File: config.mk
export PLATFORM = sky130hd
export DESIGN_NAME = count_tick_scheduler
export DESIGN_NICKNAME = d
export VERILOG_FILES = /design/src/rtl/sched_pkg.sv /design/src/rtl/tick_prescaler.sv /design/src/rtl/count_tick_scheduler.sv
export SDC_FILE = /design/constraint.sdc
export NUM_CORES = 1
export LEC_CHECK = 0
export CELL_PAD_IN_SITES_DETAIL_PLACEMENT = 0
export CELL_PAD_IN_SITES_GLOBAL_PLACEMENT = 2
export CORE_UTILIZATION = 30
export DETAILED_ROUTE_END_ITERATION = 10
export PLACE_DENSITY = 0.79
export SLEW_MARGIN = 0
export SYNTH_ARGS = -nofsm -noshare
export SYNTH_HDL_FRONTEND = slang
export SYNTH_HIERARCHICAL = 1
export SYNTH_SLANG_ARGS = --single-unit
File: constraint.sdc
create_clock -name clk -period 6.58 [get_ports clk]
set_input_delay 0.987 -clock clk [delete_from_list [all_inputs] [get_ports clk]]
set_output_delay 0.987 -clock clk [all_outputs]
set_load 0.1 [all_outputs]
File: src/rtl/sched_pkg.sv
// Shared types for the count tick scheduler: FSM state encoding and the
// speed level encodings seen on the speed output.
package sched_pkg;

  typedef enum logic [1:0] {
    PAUSE = 2'd0,
    RUN   = 2'd1,
    LIMIT = 2'd2
  } sched_state_e;

  localparam logic [1:0] SPD_SLOW   = 2'd0;
  localparam logic [1:0] SPD_NORMAL = 2'd1;
  localparam logic [1:0] SPD_FAST   = 2'd2;

  // Saturating speed step; simultaneous up/down pulses cancel out.
  function automatic logic [1:0] next_speed(input logic [1:0] cur,
                                            input logic up,
                                            input logic down);
    logic [1:0] nxt;
    nxt = cur;
    if (up && !down && cur != SPD_FAST) begin
      nxt = cur + 2'd1;
    end else if (down && !up && cur != SPD_SLOW) begin
      nxt = cur - 2'd1;
    end
    return nxt;
  endfunction

endpackage

File: src/rtl/tick_prescaler.sv
// Free-running prescaler shared by all speed levels. base_tick fires when
// the low k bits are all ones, k shrinking by one per speed level, so each
// level halves the tick period of the previous one.
module tick_prescaler
  import sched_pkg::*;
#(
  parameter int PRESCALE_W = 25
) (
  input  logic       clk,
  input  logic       rst_n,
  input  logic       clear,
  input  logic [1:0] speed,
  output logic       base_tick
);

  logic [PRESCALE_W-1:0] count_q;
  logic [PRESCALE_W-1:0] count_d;
  logic [PRESCALE_W-1:0] mask;

  // Next count and the period mask selected by the current speed level.
  always_comb begin
    count_d = clear ? '0 : count_q + PRESCALE_W'(1);
    case (speed)
      SPD_FAST:   mask = {2'b00, {(PRESCALE_W-2){1'b1}}};
      SPD_NORMAL: mask = {1'b0, {(PRESCALE_W-1){1'b1}}};
      default:    mask = {PRESCALE_W{1'b1}};
    endcase
    base_tick = ((count_q & mask) == mask);
  end

  // Prescaler register with synchronous active-low reset.
  always_ff @(posedge clk) begin
    if (!rst_n) begin
      count_q <= '0;
    end else begin
      count_q <= count_d;
    end
  end

endmodule

File: src/rtl/count_tick_scheduler.sv
// Run/pause/limit controller for the two-digit BCD counter. Issues one-cycle
// count ticks qualified by count_up and stops at the 00/99 boundaries.
// Optional macro AUTO_REVERSE_EN: bounce off the boundaries instead of
// stopping, pulsing limit_hit at each bounce.
module count_tick_scheduler
  import sched_pkg::*;
#(
  parameter int PRESCALE_W = 25
) (
  input  logic       clk,
  input  logic       rst_n,
  input  logic       start_p,
  input  logic       dir_lvl,
  input  logic       speed_up_p,
  input  logic       speed_down_p,
  input  logic       at_max,
  input  logic       at_min,
  output logic       tick,
  output logic       count_up,
  output logic [1:0] speed,
  output logic       running,
  output logic       limit_hit
);

  sched_state_e state_q, state_d;
  logic         tick_q, tick_d;
  logic         count_up_q, count_up_d;
  logic [1:0]   speed_q, speed_d;
  logic         running_q, running_d;
  logic         limit_hit_q, limit_hit_d;
  logic         speed_change;
  logic         start_run;
  logic         base_tick;
  logic         at_boundary;
`ifdef AUTO_REVERSE_EN
  logic         rev_q, rev_d;
  logic         dir_prev_q;
  logic         dir_changed;
`endif

  tick_prescaler #(
    .PRESCALE_W(PRESCALE_W)
  ) u_prescaler (
    .clk       (clk),
    .rst_n     (rst_n),
    .clear     (speed_change | start_run),
    .speed     (speed_q),
    .base_tick (base_tick)
  );

  // Speed level update; any accepted change restarts the prescaler.
  always_comb begin
    speed_d      = next_speed(speed_q, speed_up_p, speed_down_p);
    speed_change = (speed_d != speed_q);
  end

  // Next-state, tick and direction decisions for the run/pause/limit FSM.
  always_comb begin
    state_d     = state_q;
    tick_d      = 1'b0;
    count_up_d  = count_up_q;
    start_run   = 1'b0;
    at_boundary = (count_up_q && at_max) || (!count_up_q && at_min);
`ifdef AUTO_REVERSE_EN
    dir_changed = (dir_lvl != dir_prev_q);
    rev_d       = dir_changed ? 1'b0 : rev_q;
    limit_hit_d = 1'b0;
    case (state_q)
      PAUSE: begin
        if (start_p) begin
          state_d   = RUN;
          start_run = 1'b1;
        end
      end
      RUN: begin
        if (start_p) begin
          state_d = PAUSE;
        end else if (base_tick) begin
          tick_d = 1'b1;
          if (at_boundary && !dir_changed) begin
            rev_d       = ~rev_q;
            limit_hit_d = 1'b1;
          end
        end
        count_up_d = !dir_lvl ^ rev_d;
      end
      default: state_d = PAUSE;
    endcase
`else
    case (state_q)
      PAUSE: begin
        if (start_p) begin
          state_d   = RUN;
          start_run = 1'b1;
        end
      end
      RUN: begin
        count_up_d = !dir_lvl;
        if (start_p) begin
          state_d = PAUSE;
        end else if (base_tick) begin
          if (at_boundary) begin
            state_d = LIMIT;
          end else begin
            tick_d = 1'b1;
          end
        end
      end
      LIMIT: begin
        count_up_d = !dir_lvl;
        if (start_p) begin
          state_d = PAUSE;
        end else if ((!dir_lvl && !at_max) || (dir_lvl && !at_min)) begin
          state_d = RUN;
        end
      end
      default: state_d = PAUSE;
    endcase
    limit_hit_d = (state_d == LIMIT);
`endif
    running_d = (state_d == RUN);
  end

  // State and registered outputs, synchronous active-low reset.
  always_ff @(posedge clk) begin
    if (!rst_n) begin
      state_q     <= PAUSE;
      tick_q      <= 1'b0;
      count_up_q  <= 1'b1;
      speed_q     <= SPD_SLOW;
      running_q   <= 1'b0;
      limit_hit_q <= 1'b0;
`ifdef AUTO_REVERSE_EN
      rev_q       <= 1'b0;
      dir_prev_q  <= 1'b0;
`endif
    end else begin
      state_q     <= state_d;
      tick_q      <= tick_d;
      count_up_q  <= count_up_d;
      speed_q     <= speed_d;
      running_q   <= running_d;
      limit_hit_q <= limit_hit_d;
`ifdef AUTO_REVERSE_EN
      rev_q       <= rev_d;
      dir_prev_q  <= dir_lvl;
`endif
    end
  end

  assign tick      = tick_q;
  assign count_up  = count_up_q;
  assign speed     = speed_q;
  assign running   = running_q;
  assign limit_hit = limit_hit_q;

endmodule

==> results.md, run 1 <==
| Step | Quantity | Value |
| --- | --- | --- |
| place | PortBufs | 13 |
| finish | Total number of nets in the final design | 223 |
| yosys | Share of flip-flops with an asynchronous set or reset after synthesis | 0 |
| worst hold path | Sink of the worst hold path | u_prescaler/count_q[0]$_SDFF_PP0_ |
| power | Ratio of total power to cell area | 217 nW/um2 |
| yosys | Sequential-to-total area share from yosys stat | 0.397 |
| clock tree | Number of clock buffers inserted by TritonCTS | 5 |
| yosys | Total of warnings raised by yosys | 6 |
| finish | Final antenna diode count | 0 |
| worst hold path | Hold Path Stages | 1 |
| yosys | Most common library cells after synthesis | dfxtp_1 (33), nor2_1 (17), a21oi_1 (13), inv_1 (13), o21ai_0 (12) |
| place | Pre-CTS setup slack | 3.51 ns |
| clock tree | Insertion delay to the later sink of the worst-skew pair | 0.28 ns |
| setup path | Largest stage delay on the critical path | 1.18 ns |
| die | Count of pins on the block boundary | 14 |
| setup path | Sort of element at the start of the critical path | flip-flop |
| drt | DRC viols | 0 |
| power | Worst voltage drop across the vdd grid | 114 uV |
| setup path | Endpoint of the most critical register-to-register path | limit_hit$_SDFF_PN0_ |
| global routing | Number of global-route vias before repair | 1,257 |
| timing | Final worst path period need | 2.89 ns |
| global routing | Global-route wire length before repair | 5.69 mm |
| drt | Total Wirelength | 3.14 mm |
| timing | Max Transition Viols Final | 0 |
| drt | Vias per Instance | 4.84 |
| clock tree | CTS tree | yes |
| yosys | Post-synth design cell area | 1660 um2 |
| die | Die footprint | 5840 um2 |
| finish | Utilization after layout | 0.371 |
| die | Row count | 26 |
| yosys | Yosys top cell area share | 0.397 |
| setup path | Worst path arrival time | 1.90 ns |
| finish | Area growth syn-to-layout | 16.7% |
| yosys | Number of nets in the synthesized netlist | 208 |
| timing | Slew margin rel. | 0.339 |
| global routing | Residual overflow from global routing | 0 |
| finish | Sequential cell area | 661 um2 |
| die | Std-Cell Core Area | 5240 um2 |
| clock tree | Clock tree sinks | 33 |
| setup path | Buffers & Inverters on Critical Path | 1 |
| power | Leakage power figure | 0.647 nW |
| place | Weighted congestion at the end of routability-driven global placement | 0.764 |
| setup path | Capturing element type of the critical path | output port |
| drt | Routed wl met3 | 85 um |
| setup path | Critical path type | flip-flop to output port |
| drt | Top sig layer | met4 |
| clock tree | Count of buffers added by post-CTS timing repair for setup | 0 |
| yosys | Top area cells in the synthesized netlist | dfxtp_1 (40%), ha_1 (6.0%), xnor2_1 (4.2%) |
| setup path | Worst R2R Setup Slack | 4.03 ns |
| timing | Setup repair after global routing missed its margin | no |
| place | Hpwl dp | 2.26 mm |
| finish | Multi-input logic area | 927 um2 |
| yosys | Most frequently used cell type in the post-synthesis netlist | dfxtp_1 |
| drt | Detailed route wirelength on metal2 | 1.38 mm |
| clock tree | Clock root buffer master | clkbuf_8 |
| timing | Final hold vios | 0 |
| timing | Sum Neg Setup Slack | 0 ns |
| yosys | Seq cells post-synth | 33 |
| setup path | Crit path max-delay cell type | clkdlybuf4s50_1 |
| timing | Period utilization | 0.439 |
| global routing | Maximum number of pins on one net before global-route repair | 26 |
| setup path | Startpoint of the worst-slack reg-to-reg timing path | u_prescaler/count_q[0]$_SDFF_PP0_ |
| clock tree | Clock Pin Slew Worst Setup and Hold Paths | 0.06 ns |
| global routing | Antenna violations before repair | 0 |
| setup path | Depth of the most critical reg-to-reg path | 6 |
| drt | Routed length per instance | 11.3 um |
| worst hold path | Start point of the worst min-delay path | u_prescaler/count_q[0]$_SDFF_PP0_ |
| global routing | Total global-route track usage | 0.121 |
| timing | Setup violation total in the final timing report | 0 |
| timing | Setup skew after layout | 0.00552 ns |
| setup path | Highest fanout seen on the critical path | 6 |
| yosys | Syn Area/Cell | 8.66 um2 |
| die | Starting density of the core | 0.317 |
| drt | Iter 0 DRT Violations | 29 |
| drt | Metal-1 WL | 1.61 mm |
| finish | Filler instances | 559 |
| clock tree | Number of buffers on the longest clock path | 2 |
| outcome | Run status | completed |
| setup path | Crit path required time | 5.59 ns |
| yosys | Number of enable flip-flop cells after synthesis | 0 |
| die | Horizontal die dimension | 76.5 um |
| timing | Max Clk Rate | 346 MHz |
| clock tree | Number of levels the H-tree was split into | 2 |
| power | Total power draw | 0.000421 W |
| clock tree | Total of cells resized after clock tree synthesis | 0 |
| yosys | Unique cell type count in the Yosys netlist | 42 |
| drt | Number of nets with antenna violations after detailed routing | 0 |
| yosys | Post-synthesis cell type with the largest combined area | dfxtp_1 |
| die | Floorplan die height | 76.5 um |
| setup path | List of cells traversed by the critical path | clkdlybuf4s50_1 |
| clock tree | Post-CTS Hold Buffers | 0 |
| drt | Via count | 1,342 |
| setup path | Crit-path leading delay family | buffers and inverters |
| worst hold path | Path category of the worst min-delay check | flip-flop to flip-flop |
| job | Number of max-cap violations | 0 |
| finish | Share of post-route cells with drive strength above 1 | 0.0676 |
| drt | Detailed-router iteration count before antenna repair | 4 |
| yosys | Count of mapped cells out of synthesis | 192 |
| yosys | Synth Flop Type | dfxtp_1 |
| timing | Final Worst Setup Slack | 3.69 ns |
| timing | Transition time at the pin with the least slew margin | 0.992 ns |
==> worst max path at each step <==
stage               slack, ns  cells after the start                            endpoint           startpoint
finish                   3.69                      1                            speed[1]  speed[1]$_SDFF_PN0_
global route             3.62                      5  u_prescaler/count_q[11]$_SDFF_PP0_         speed_down_p
CTS                      3.67                      1                            speed[1]  speed[1]$_SDFF_PN0_
detailed placement       3.51                      5  u_prescaler/count_q[10]$_SDFF_PP0_         speed_down_p
global placement         3.54                      5   u_prescaler/count_q[6]$_SDFF_PP0_         speed_down_p
floorplan                4.03                      8  u_prescaler/count_q[10]$_SDFF_PP0_  speed[0]$_SDFF_PN0_
==> final cells by class <==
type / count / share of cell area
flip-flops and latches: 33 / 0.340
well taps: 70 / 0.0451
multi-input cells: 141 / 0.478
clock buffers: 7 / 0.0445
repair buffers: 13 / 0.0671
inverters: 13 / 0.0251
==> power by group <==
group | total, W | switching, W | internal [W]
combinational | 0.0000591 | 0.0000383 | 0.0000208
clock | 0.000154 | 0.0000714 | 0.0000830
sequential | 0.000208 | 0.00000421 | 0.000204
==> flip-flops by register name, summed over array words and instances, names as in the netlist <==
signal	count
count_up	1
limit_hit	1
running	1
speed	2
state_q	2
tick	1
u_prescaler/count_q	25
==> metrics by stage <==
step	instance area [um2]	hold WS, ns	cells
after floorplan	1660	0.437	192
after global placement	1850	0.459	270
after detailed placement	1850	0.468	270
after CTS	1940	0.483	277
after global routing	1940	0.514	277
final	1940	0.476	277
==> logic make-up after synthesis <==
group	after synthesis	share of synthesized area
and+or+nand+nor	81	0.276
AOI/OAI and AO/OA	40	0.154
DFF	33	0.397
buffers and inverters	18	0.0451
xor gates and xnor gates	10	0.0527
adders and majority gates	8	0.0602
muxes	2	0.0150
==> cell usage in the layout (no fill, tap or decap), drive strengths merged, types with 8 or more instances in the layout <==
master / instances
inv: 13
nor2: 17
a21oi: 13
nand3: 9
o21ai: 12
nor3: 8
clkdlybuf4s50: 13
or3: 11
xnor2: 8
ha: 8
nand2: 11
dfxtp: 33
==> routing by layer <==
layer | up-vias | global-route usage
met3 | 6 | 0.0323
met1 | 596 | 0.156
met2 | 18 | 0.186
met4 | 0 | 0.0577
li1 | 722 | -
met5 | - | 0
Note: power is estimated with default switching activity, not from simulation.
==> run 2, diff against run 1 <==
--- a/config.mk
+++ b/config.mk
@@ -9,7 +9,7 @@
 export CELL_PAD_IN_SITES_GLOBAL_PLACEMENT = 2
 export CORE_UTILIZATION = 30
 export DETAILED_ROUTE_END_ITERATION = 10
-export PLACE_DENSITY = 0.79
+export PLACE_DENSITY = 0.81
 export SLEW_MARGIN = 0
 export SYNTH_ARGS = -nofsm -noshare
 export SYNTH_HDL_FRONTEND = slang
==> constraint.sdc (replaced) <==
create_clock -name clk -period 2.5 [get_ports clk]
set_input_delay 0.375 -clock clk [delete_from_list [all_inputs] [get_ports clk]]
set_output_delay 0.375 -clock clk [all_outputs]
set_load 0.1 [all_outputs]
==> run 2 against run 1 <==
Against the previous run:
- design area grew 0.84%
- global-route usage grew 0.34 points
- core utilization rose by 0.31 points
- hold slack got worse by 0.0018 ns
- critical path type is now flip-flop to flip-flop
- routed wire length rose by 2.0%
- count of clock-buffer cells in the layout stayed put
- critical path depth grew 5
- first-iteration DRC count is 34% higher
- total power grew to 2.6 times the previous value
- die area is the same
==> results.md, run 2 (synthesis gave the netlist of run 1 again) <==
| Step | Quantity | Value | Delta |
| --- | --- | --- | --- |
| outcome | Run status | completed |  |
| setup path | Startpoint of the worst-slack reg-to-reg timing path | u_prescaler/count_q[0]$_SDFF_PP0_ |  |
| clock tree | Clock tree sinks | 33 | unchanged |
| finish | Most common library cell in the layout ignoring fill and taps | dfxtp_1 |  |
| clock tree | Number of buffers on the longest clock path | 2 | unchanged |
| die | Die footprint | 5840 um2 | unchanged |
| global routing | Residual overflow from global routing | 0 | unchanged |
| clock tree | Clock Pin Slew Worst Setup and Hold Paths | 0.06 ns | about the same |
| setup path | Capturing element type of the critical path | flip-flop |  |
| place | Hpwl dp | 2.30 mm | +1.5% |
| global routing | Met2 Usage GRT | 0.179 | -0.00721 |
| timing | Final worst path period need | 2.28 ns |  |
| die | Row count | 26 | unchanged |
| global routing | Antenna violations before repair | 0 | unchanged |
| power | Total power draw | 0.00110 W | +160% |
| worst hold path | Path category of the worst min-delay check | flip-flop to flip-flop |  |
| setup path | Setup crit end | limit_hit$_SDFF_PN0_ |  |
| drt | Iter 0 DRT Violations | 39 | +34% |
| place | PortBufs | 13 | unchanged |
| timing | Setup repair after global routing missed its margin | no |  |
| setup path | Highest fanout seen on the critical path | 6 | unchanged |
| setup path | Launching element of the worst setup path | u_prescaler/count_q[0]$_SDFF_PP0_ |  |
| power | Ratio of total power to cell area | 564 nW/um2 | +160% |
| clock tree | Clock root buffer master | clkbuf_8 |  |
| finish | Register bank with the most flops | u_prescaler/count_q |  |
| clock tree | Count of buffers added by post-CTS timing repair for setup | 0 | unchanged |
| global routing | Global-route wire length before repair | 5.90 mm | +3.8% |
| die | Count of pins on the block boundary | 14 | unchanged |
| clock tree | Insertion delay to the later sink of the worst-skew pair | 0.28 ns | about the same |
| finish | Total number of nets in the final design | 226 | +1.3% |
| drt | Via count | 1,383 | +3.1% |
| drt | DRC viols | 0 | unchanged |
| die | Horizontal die dimension | 76.5 um | unchanged |
| timing | Max Transition Viols Final | 0 | unchanged |
| timing | Period utilization | 0.911 |  |
| timing | Transition time at the pin with the least slew margin | 0.451 ns | -0.541 ns |
| die | Starting density of the core | 0.317 | unchanged |
| global routing | Total global-route track usage | 0.125 | +0.00336 |
| timing | Sum Neg Setup Slack | 0 ns | unchanged |
| setup path | Crit path required time | 2.72 ns | -2.87 ns |
| clock tree | Number of levels the H-tree was split into | 2 | unchanged |
| setup path | Endpoint of the most critical register-to-register path | limit_hit$_SDFF_PN0_ |  |
| place | Weighted congestion at the end of routability-driven global placement | 0.766 | +0.34% |
| global routing | Busiest layer in global routing | met2 |  |
| timing | Setup skew after layout | 0.00471 ns | -0.000809 ns |
| finish | Area growth syn-to-layout | 17.7% |  |
| die | Std-Cell Core Area | 5240 um2 | unchanged |
| setup path | Worst path arrival time | 2.50 ns | +0.60 ns |
| global routing | Number of global-route vias before repair | 1,255 | -0.16% |
| place | # placed instances | 273 | +1.1% |
| drt | Total Wirelength | 3.20 mm | +2.0% |
| global routing | Met1 track demand over resource in global routing | 0.176 | +0.0200 |
| global routing | Met3 Use GR | 0.0359 | +0.00359 |
| setup path | Worst R2R Setup Slack | 0.22 ns | -3.81 ns |
| power | Worst voltage drop across the vdd grid | 253 uV | +120% |
| global routing | Maximum number of pins on one net before global-route repair | 26 | unchanged |
| finish | Non-filler instance count after layout | 280 | +1.1% |
| setup path | Depth of the most critical reg-to-reg path | 6 | unchanged |
| clock tree | CTS tree | yes |  |
| job | Number of max-cap violations | 0 | unchanged |
| finish | Commonest cells after routing, fill and taps aside | dfxtp_1 (31), nor2_1 (17), inv_1 (13), a21oi_1 (13), o21ai_0 (12) |  |
| drt | Detailed-router iteration count before antenna repair | 4 | unchanged |
| clock tree | Number of clock buffers inserted by TritonCTS | 5 | unchanged |
| drt | Vias per Instance | 4.94 | +2.0% |
| setup path | Sort of element at the start of the critical path | flip-flop |  |
| finish | Share of post-route cells with drive strength above 1 | 0.124 | +0.0562 |
| drt | Number of nets with antenna violations after detailed routing | 0 | unchanged |
| timing | Max Clk Rate | 439 MHz |  |
| timing | Setup violation total in the final timing report | 0 | unchanged |
| timing | Slew margin rel. | 0.698 | +0.359 |
| timing | Final hold vios | 0 | unchanged |
| finish | Final antenna diode count | 0 | unchanged |
| power | Leakage power figure | 0.669 nW | +3.4% |
| setup path | Critical path type | flip-flop to flip-flop |  |
| die | Floorplan die height | 76.5 um | unchanged |
| finish | Flip-flop count of the largest register, all copies and words added | 25 | unchanged |
| drt | Routed length per instance | 11.4 um | +0.88% |
-- run 2: power breakdown --
| part | leakage [nW] | internal [W] | switching (W) |
|---|---|---|---|
| combinational | 0.357 | 0.0000539 | 0.000101 |
| clock | 0.0443 | 0.000218 | 0.000184 |
| sequential | 0.268 | 0.000537 | 0.0000109 |
-- run 2: cell type report --
| class | instances | area (um2) |
|---|---|---|
| flip-flops and latches | 33 | 663 |
| multi-input cells | 141 | 933 |
| fillers | 539 | 3280 |
| clock buffers | 7 | 86.3 |
| repair buffers | 16 | 138 |
| inverters | 13 | 48.8 |
| well taps | 70 | 87.6 |
-- run 2: metal layers --
layer	part of all wire	vias up
met5	0	-
met4	0.011	0
met3	0.031	5
met2	0.44	16
met1	0.52	637
li1	-	725
-- run 2: critical path, stage by stage (launching register included) --
cell and delay [ns]:
dfxtp_1 0.38, ha_1 0.26, nand4_4 0.15, or4_4 0.54, nor4_2 0.38, a32o_1 0.29
o2111a_1 0.21
-- run 2: repair_timing --
action	CTS	global route
gates resized for setup	0	1
hold buffers	0	0
setup endpoints to repair	0	1
-- run 2: worst min path at each step --
stage,startpoint,to,slack (ns),depth (start not counted)
CTS,u_prescaler/count_q[0]$_SDFF_PP0_,u_prescaler/count_q[0]$_SDFF_PP0_,0.48,1
global route,u_prescaler/count_q[0]$_SDFF_PP0_,u_prescaler/count_q[0]$_SDFF_PP0_,0.51,1
floorplan,rst_n,count_up$_SDFFE_PN1P_,0.44,1
global placement,u_prescaler/count_q[0]$_SDFF_PP0_,u_prescaler/count_q[0]$_SDFF_PP0_,0.46,1
detailed placement,u_prescaler/count_q[0]$_SDFF_PP0_,u_prescaler/count_q[0]$_SDFF_PP0_,0.47,1
finish,u_prescaler/count_q[0]$_SDFF_PP0_,u_prescaler/count_q[0]$_SDFF_PP0_,0.47,1
-- run 2: stage by stage --
stage | cell area, um2 | hold slack [ns] | util | worst slack (ns)
floorplan | 1670 | 0.437 | - | 0.170
detailed placement | 1860 | 0.468 | 0.356 | 0.103
CTS | 1950 | 0.483 | 0.372 | 0.0827
finish | 1960 | 0.474 | 0.374 | 0.223
global route | 1960 | 0.509 | 0.374 | 0.0662
global placement | 1860 | 0.458 | 0.356 | 0.138
==> run 3, diff against run 2 <==
--- a/config.mk
+++ b/config.mk
@@ -5,6 +5,7 @@
 export SDC_FILE = /design/constraint.sdc
 export NUM_CORES = 1
 export LEC_CHECK = 0
+export CAP_MARGIN = 20
 export CELL_PAD_IN_SITES_DETAIL_PLACEMENT = 0
 export CELL_PAD_IN_SITES_GLOBAL_PLACEMENT = 2
 export CORE_UTILIZATION = 30
==> results of run 3 <==
Final layout, timing and power as in run 2 (identical DEF).
